**config.mk**
```make
export PLATFORM = sky130hd
export DESIGN_NAME = alu_instr_sequencer
export DESIGN_NICKNAME = d
export VERILOG_FILES = /design/src/rtl/alu_instr_sequencer.sv
export SDC_FILE = /design/constraint.sdc
export NUM_CORES = 1
export LEC_CHECK = 0
export BUFFER_PORTS_ARGS = -buffer_cell sky130_fd_sc_hd__buf_2
export CELL_PAD_IN_SITES_DETAIL_PLACEMENT = 0
export CELL_PAD_IN_SITES_GLOBAL_PLACEMENT = 1
export CORE_UTILIZATION = 23
export CTS_BUF_LIST = sky130_fd_sc_hd__clkbuf_16
export DETAILED_ROUTE_END_ITERATION = 8
export GPL_TIMING_DRIVEN = 0
export PLACE_DENSITY = 0.82
export SYNTH_ARGS = -nofsm -noshare
export SYNTH_HDL_FRONTEND = slang
export SYNTH_SLANG_ARGS = --single-unit
```
**constraint.sdc**
```tcl
create_clock -name Clock -period 1.77 [get_ports Clock]
set_clock_uncertainty 0.15 [all_clocks]
set_input_delay 0.177 -clock Clock [delete_from_list [all_inputs] [get_ports Clock]]
set_output_delay 0.177 -clock Clock [all_outputs]
set_load 0.02 [all_outputs]
```
**src/rtl/alu_instr_sequencer.sv**
```systemverilog
// Hardwired fetch/execute sequencer for register-register ALU instructions.
// Optional build macro MEM_TIMEOUT_EN adds a bounded instruction-fetch wait in T1.
module alu_instr_sequencer #(
    parameter int OPCODE_W       = 5,
    parameter int REG_IDX_W      = 4,
    parameter int ALU_OP_MAX     = 11,
    parameter int TIMEOUT_CYCLES = 15,
    localparam int NUM_REGS      = 2 ** REG_IDX_W
) (
    input  logic                Clock,
    input  logic                Reset,
    input  logic                start,
    input  logic                run,
    input  logic                mem_ready,
    input  logic [31:0]         ir_in,
    output logic                PCout,
    output logic                Zlowout,
    output logic                MDRout,
    output logic                MARin,
    output logic                ZLowIn,
    output logic                PCin,
    output logic                MDRin,
    output logic                IRin,
    output logic                Yin,
    output logic                IncPC,
    output logic                Read,
    output logic [NUM_REGS-1:0] reg_out_sel,
    output logic [NUM_REGS-1:0] reg_in_sel,
    output logic [OPCODE_W-1:0] alu_op,
    output logic                busy,
    output logic                done,
    output logic                illegal,
    output logic                mem_err
);

    localparam int LOW_W = 32 - OPCODE_W - 3 * REG_IDX_W;
    localparam logic [OPCODE_W-1:0] OP_MAX = OPCODE_W'(ALU_OP_MAX);

    typedef enum logic [2:0] {S_IDLE, S_T0, S_T1, S_T2, S_T3, S_T4, S_T5, S_TRAP} state_t;

    state_t state, state_next;
    logic   t1_waited;  // set after the first T1 cycle so PC update strobes fire once

    logic [OPCODE_W-1:0]  opcode;
    logic [REG_IDX_W-1:0] ra, rb, rc;
    logic                 legal;
    logic                 unused_ir;

    assign opcode    = ir_in[31 -: OPCODE_W];
    assign ra        = ir_in[31 - OPCODE_W -: REG_IDX_W];
    assign rb        = ir_in[31 - OPCODE_W - REG_IDX_W -: REG_IDX_W];
    assign rc        = ir_in[31 - OPCODE_W - 2 * REG_IDX_W -: REG_IDX_W];
    assign legal     = (opcode <= OP_MAX);
    assign unused_ir = ^ir_in[LOW_W-1:0];

`ifdef MEM_TIMEOUT_EN
    localparam int CNT_W = $clog2(TIMEOUT_CYCLES + 1);
    logic [CNT_W-1:0] wait_cnt;
    logic             timed_out;

    assign timed_out = (wait_cnt == CNT_W'(TIMEOUT_CYCLES));

    always_ff @(posedge Clock or posedge Reset) begin
        if (Reset) wait_cnt <= '0;
        else       wait_cnt <= (state == S_T1 && state_next == S_T1) ? wait_cnt + 1'b1 : '0;
    end
`else
    logic timed_out;
    assign timed_out = 1'b0;
`endif

    always_ff @(posedge Clock or posedge Reset) begin
        if (Reset) begin
            state     <= S_IDLE;
            t1_waited <= 1'b0;
            alu_op    <= '0;
        end else begin
            state     <= state_next;
            t1_waited <= (state == S_T1) && (state_next == S_T1);
            // latch on entry to T4 so the ALU result stays stable afterwards
            if (state == S_T3 && legal) alu_op <= opcode;
        end
    end

    always_comb begin
        state_next  = state;
        PCout       = 1'b0;
        Zlowout     = 1'b0;
        MDRout      = 1'b0;
        MARin       = 1'b0;
        ZLowIn      = 1'b0;
        PCin        = 1'b0;
        MDRin       = 1'b0;
        IRin        = 1'b0;
        Yin         = 1'b0;
        IncPC       = 1'b0;
        Read        = 1'b0;
        reg_out_sel = '0;
        reg_in_sel  = '0;
        done        = 1'b0;
        illegal     = 1'b0;
        mem_err     = 1'b0;
        case (state)
            S_IDLE: if (start) state_next = S_T0;
            S_T0: begin
                PCout      = 1'b1;
                MARin      = 1'b1;
                IncPC      = 1'b1;
                ZLowIn     = 1'b1;
                state_next = S_T1;
            end
            S_T1: begin
                if (timed_out) begin
                    mem_err    = 1'b1;
                    state_next = S_IDLE;
                end else begin
                    Read    = 1'b1;
                    MDRin   = 1'b1;
                    Zlowout = !t1_waited;
                    PCin    = !t1_waited;
                    if (mem_ready) state_next = S_T2;
                end
            end
            S_T2: begin
                MDRout     = 1'b1;
                IRin       = 1'b1;
                state_next = S_T3;
            end
            S_T3: begin
                if (legal) begin
                    reg_out_sel = NUM_REGS'(1) << rb;
                    Yin         = 1'b1;
                    state_next  = S_T4;
                end else begin
                    state_next  = S_TRAP;
                end
            end
            S_T4: begin
                reg_out_sel = NUM_REGS'(1) << rc;
                ZLowIn      = 1'b1;
                state_next  = S_T5;
            end
            S_T5: begin
                Zlowout    = 1'b1;
                reg_in_sel = NUM_REGS'(1) << ra;
                done       = 1'b1;
                state_next = run ? S_T0 : S_IDLE;
            end
            S_TRAP: begin
                illegal    = 1'b1;
                state_next = S_IDLE;
            end
            default: state_next = S_IDLE;
        endcase
    end

    assign busy = (state != S_IDLE);

endmodule

```
== Word level (Yosys, flattened, before mapping) ==
Cells that the tools add are included.

* Input bits: 37
* Flip-flop bits (word level): 9
* Output and inout bits: 52
* Word-level logic and storage cells: 39

* $lt $le $gt $ge: 1
* Muxes and demuxes: 18
* Reductions and logical operators: 6
* Shifts and indexed selects: 3
* Equality and inequality tests: 8

{| class="wikitable"
|+ Operators with widths
! cell !! number
|-
| left shift 1 x 4 -> 16 bit, first input constant || 3
|-
| 2-to-1 mux 16 bit || 2
|-
| one-hot mux 16 bit (2 select lines) || 1
|-
| one-hot mux 3 bit (8 select lines) || 1
|-
| equality test 3 bit, second input constant || 4
|-
| 2-to-1 mux 1 bit || 10
|-
| equality test 3 x 2 -> 1 bit, second input constant || 3
|-
| 2-to-1 mux 3 bit || 2
|-
| less-or-equal comparator 5 x 4 -> 1 bit, second input constant || 1
|-
| equality test 3 x 1 -> 1 bit, second input constant || 1
|-
| logical NOT 3 bit || 1
|-
| nonzero test 3 bit || 1
|-
| logical AND 1 bit || 2
|-
| 2-to-1 mux 2 bit || 1
|-
| one-hot mux 1 bit (2 select lines) || 1
|-
| OR reduction 2 bit || 1
|-
| logical NOT 1 bit || 1
|}

== Logic depth before layout (Yosys ltp) ==
* Word-level depth: 5
* Gate-level depth with buffers: 5
* Gate-level depth less buffers: 4

== Worst setup path after synthesis ==
OpenSTA, ideal clock, no wires.

* Path type: register -> output
* Start: register state[0]
* End: output reg_in_sel[0]
* Data required time: 1.443 ns
* Buffers on the path: 2
* Stages on the path, launching flop included: 6
* Arrival: 1.680 ns
* Slack: -0.237 ns
* Cell sequence: dfrtp_1 buf_6 and3b_2 clkbuf_2 nand2b_1 nor4_1

* Longest elaborated chain between the ends: 2

{| class="wikitable"
|+ Ends and longest elaborated chain
! element !! line !! text
|-
| from (decl) || 41 || <nowiki>state_t state, state_next;</nowiki>
|-
| from (signal assigned) || 78 || <nowiki>state <= state_next;</nowiki>
|-
| equality test 3 bit || 103 || <nowiki>case (state)</nowiki>
|-
| 2-to-1 mux 16 bit || 103 ||
|-
| to (decl) || 28 || <nowiki>output logic [NUM_REGS-1:0] reg_in_sel,</nowiki>
|}

Every way passes these cells.

== Final worst setup path ==
* Start: register state[1]
* End: output reg_out_sel[1]

* Longest elaborated chain between the ends: 2
* Elaborated cells between the ends (all ways): 3
* Those cells by class: eq/ne: 2; mux: 1

{| class="wikitable"
|+ Ends and longest elaborated chain
! element !! line !! text
|-
| equality test 3 bit || 103 ||
|-
| one-hot mux 16 bit (2 select lines) * || 103 ||
|-
| to (decl) || 27 || <nowiki>output logic [NUM_REGS-1:0] reg_out_sel,</nowiki>
|}

Every way passes the cells marked *; elsewhere a longest branch is shown, timed or not.

==> flow_summary_export.csv <==
group,metric,value,unit
synthesis,ys_ff_latch,9,
floorplan,die-area,4330,um^2
synthesis,synth.distinct_cells,36,
timing,final_hold_viol_count,0,
synthesis,synth.area.top_cells,"dfrtp_1 (24%), o22ai_1 (10%), mux2_4 (6.4%)",
timing,rsz0062_at_grt,"true",
worst_setup_path,critPathMaxFanout,4,
drt,drc,0,
clock_tree,cts_buffer_depth,2,
synthesis,synthCells,118,
flow_run,maxCapViolCount,0,
final_layout,fillCellCount,301,
floorplan,start_util,0.249,
drt,route.met2.wl,2.04,mm
timing,finalMaxSlewViolations,0,
pwr,max-vdd-ir-drop,0.715,mV
drt,drt_iter0_drc,43,
clock_tree,cts_buffers,3,
global_routing,grt-ovfl-total,0,
outcome,violations,"setup timing",
synthesis,syn-num-nets,155,
timing,timing.hold.ws,0.0235,ns
drt,ant_nets,0,
final_layout,syn2layout_area_growth,129,%
drt,wl_met3,185,um
clock_tree,cts_tree,"yes",
drt,first_pass_iters,4,
worst_setup_path,endpoint_kind,"primary output",
pwr,power_density,1100,nW/um^2
placement,dp_hpwl,2.35,mm
floorplan,rows,22,
min_path,hold_path_class,"primary input to flip-flop",
worst_setup_path,cp-startpoint,"state[1]",
outcome,status,"complete, but fails checks",
timing,tightest_slew,0.782,ns
clock_tree,htreeDepth,1,
floorplan,ios,89,
worst_setup_path,required,1.44,ns
timing,worst_slack,-0.318,ns
clock_tree,cts_root_buffer,"clkbuf_16",
drt,drt-met1-wl,1.39,mm
worst_setup_path,arrival,1.76,ns
timing,setup_viol,41,
global_routing,track_usage,0.150,
worst_setup_path,max_stage_delay,0.49,ns
worst_setup_path,crit_type,"flip-flop to primary output",
global_routing,grt_pass1_vias,1214,
final_layout,antenna_cells,0,
worst_setup_path,cp_cell_sequence,"buf_6 > nand2b_4 > or4_4 > o22ai_2 > buf_6",
drt,routed_wl,3.62,mm
timing,slew_headroom,0.479,
placement,port_buffers,70,
floorplan,die_w,65.8,um
drt,detail_route.wl_per_cell,13.9,um
drt,viasPerCell,4.92,
drt,highest_layer,"met3",
synthesis,syn_avg_cell_area,7.94,um^2
timing,min_period,2.09,ns
synthesis,yosysTopAreaCellShare,0.240,
clock_tree,clock-sinks,9,
floorplan,core,3770,um^2
timing,fin_crit_sh,1.18,
synthesis,yosysTopAreaCell,"dfrtp_1",
synthesis,seq_area_frac_synth,0.240,
worst_setup_path,r2r-start,"state[0]",
timing,max_freq,479,MHz
final_layout,finalCoreUtilization,0.569,
global_routing,grt_max_degree,11,
final_layout,nets,251,
global_routing,grt_pass1_wl,5.07,mm
clock_tree,clkTransAtPathRegs,0.04,ns
synthesis,yosys_warnings,0,
min_path,hp-start,"ir_in[27]",
global_routing,antenna_found_initial,0,
worst_setup_path,critical_path.slowest_cell,"or4_4",
pwr,cellLeakagePower,0.000962,uW
worst_setup_path,setup.worst_path.start_class,"flip-flop",
floorplan,die_h,65.8,um
placement,finalWeightedCongestion,0.841,
worst_setup_path,cpMostUsedCell,"buf_6",
synthesis,synth_area,937,um^2
drt,vias,1284,
final_layout,drive_gt1_frac,0.723,
clock_tree,clock_latency,0.23,ns
per-layer routing:
metal | vias up | global-route usage
li1 | 614 | -
met4 | 0 | 0.0489
met1 | 616 | 0.159
met2 | 54 | 0.298
met3 | 0 | 0.0190
met5 | - | 0
kinds of logic after synthesis:
group / share of synthesized area
buffers and inverters: 0.105
and+or+nand+nor: 0.417
DFF: 0.240
muxes: 0.0761
other: 0.00400
AOI/OAI and AO/OA: 0.158
critical path: cells and delay by family (launching register included):
kind                   cells  cell delay, ns
and+or+nand+nor            2            0.64
AOI/OAI and AO/OA          1            0.19
buffers and inverters      2            0.28
DFF                        1            0.41
stage by stage:
stage	cell area, um^2	setup slack, ns	power [uW]	instances	setup TNS, ns
finish	2150	-0.318	2370	261	-6.77
global route	2150	-0.372	2500	261	-9.61
global placement	1460	-0.220	1400	236	-1.41
floorplan	1050	-0.121	1110	118	-0.708
detailed placement	1460	-0.244	1410	236	-1.46
CTS	1920	-0.282	2130	256	-5.80
power by group:
part           switching (uW)  leakage [uW]  internal [uW]
clock network            95.8     0.0000423            295
logic                     797      0.000806            826
registers                61.3      0.000114            291
synthesized netlist by cell type:
cell type and instances:
or4_4 1, o32ai_1 2, mux2_2 1, and2_1 1, and3b_2 1, or3_2 2
nor2_1 16, and3_2 2, clkbuf_2 1, o311ai_0 1, nor2b_1 1, nand4b_1 3
a21oi_1 1, a21o_1 1, conb_1 1, nand2_4 1, nand4_1 2, mux2_4 4
clkbuf_1 3, buf_4 6, nand2b_1 7, nor4b_4 1, nand3_2 1, nor4_1 2
buf_6 1, inv_1 7, o22ai_1 15, or2_2 1, dfrtp_1 9, nand2_1 8
a211oi_1 2, nor3_1 4, nand2b_4 1, nand3b_1 5, nand3_1 2, or3b_2 1
final timing paths:
check                           slack (ns)  depth (start not counted)        endpoint
worst max-delay path                 -0.32                          5  reg_out_sel[1]
min in group asynchronous             0.29                          3       t1_waited
worst min-delay path                  0.02                          2       alu_op[0]
worst min register to register        0.35                          1       alu_op[4]
worst max register to register       -0.02                          7       alu_op[3]
max in group asynchronous             0.92                          3       alu_op[4]
layout make-up:
class	count	area, um^2	area share
multi-input combinational	91	915	0.426
timing repair buffer	92	759	0.354
sequential	9	225	0.105
buffer	10	78.8	0.0367
clock buffer	3	75.1	0.0350
tap	48	60.1	0.0280
inverter	7	28.8	0.0134
clock inverter	1	3.75	0.00175
registers in the layout, indices dropped and copies added, names as in the netlist:
| name | cells |
|---|---|
| alu_op | 5 |
| state | 3 |
| t1_waited | 1 |
placed cells by master, fill, tap and decap left out, types with 2 or more instances in the layout:
| cell type | synthesis | layout |
|---|---|---|
| buf_6 | 1 | 38 |
| nor2_2 | 0 | 2 |
| nor4_4 | 0 | 2 |
| nand3b_1 | 5 | 5 |
| nand2b_1 | 7 | 6 |
| buf_4 | 6 | 29 |
| o22ai_2 | 0 | 9 |
| nand2b_4 | 1 | 2 |
| or3_4 | 0 | 2 |
| nor2_1 | 16 | 6 |
| clkbuf_1 | 3 | 2 |
| nand4_1 | 2 | 2 |
| buf_2 | 0 | 30 |
| mux2_4 | 4 | 4 |
| dlygate4sd3_1 | 0 | 2 |
| o32ai_4 | 0 | 2 |
| nand2_1 | 8 | 7 |
| clkbuf_16 | 0 | 3 |
| nor3_4 | 0 | 3 |
| nand4b_1 | 3 | 3 |
| dfrtp_1 | 9 | 9 |
| inv_2 | 0 | 3 |
| nand3_4 | 0 | 2 |
| inv_1 | 7 | 4 |
| nor2_4 | 0 | 8 |
| o22ai_1 | 15 | 5 |
timing repair:
action,in CTS,in global routing
gates resized for setup,77,50
hold buffers,2,0
endpoints found under the hold margin,10,0
buffers inserted,15,5
setup endpoints to repair,37,41
pin swaps,18,11
No activity file was read; power rests on OpenSTA's default activity.
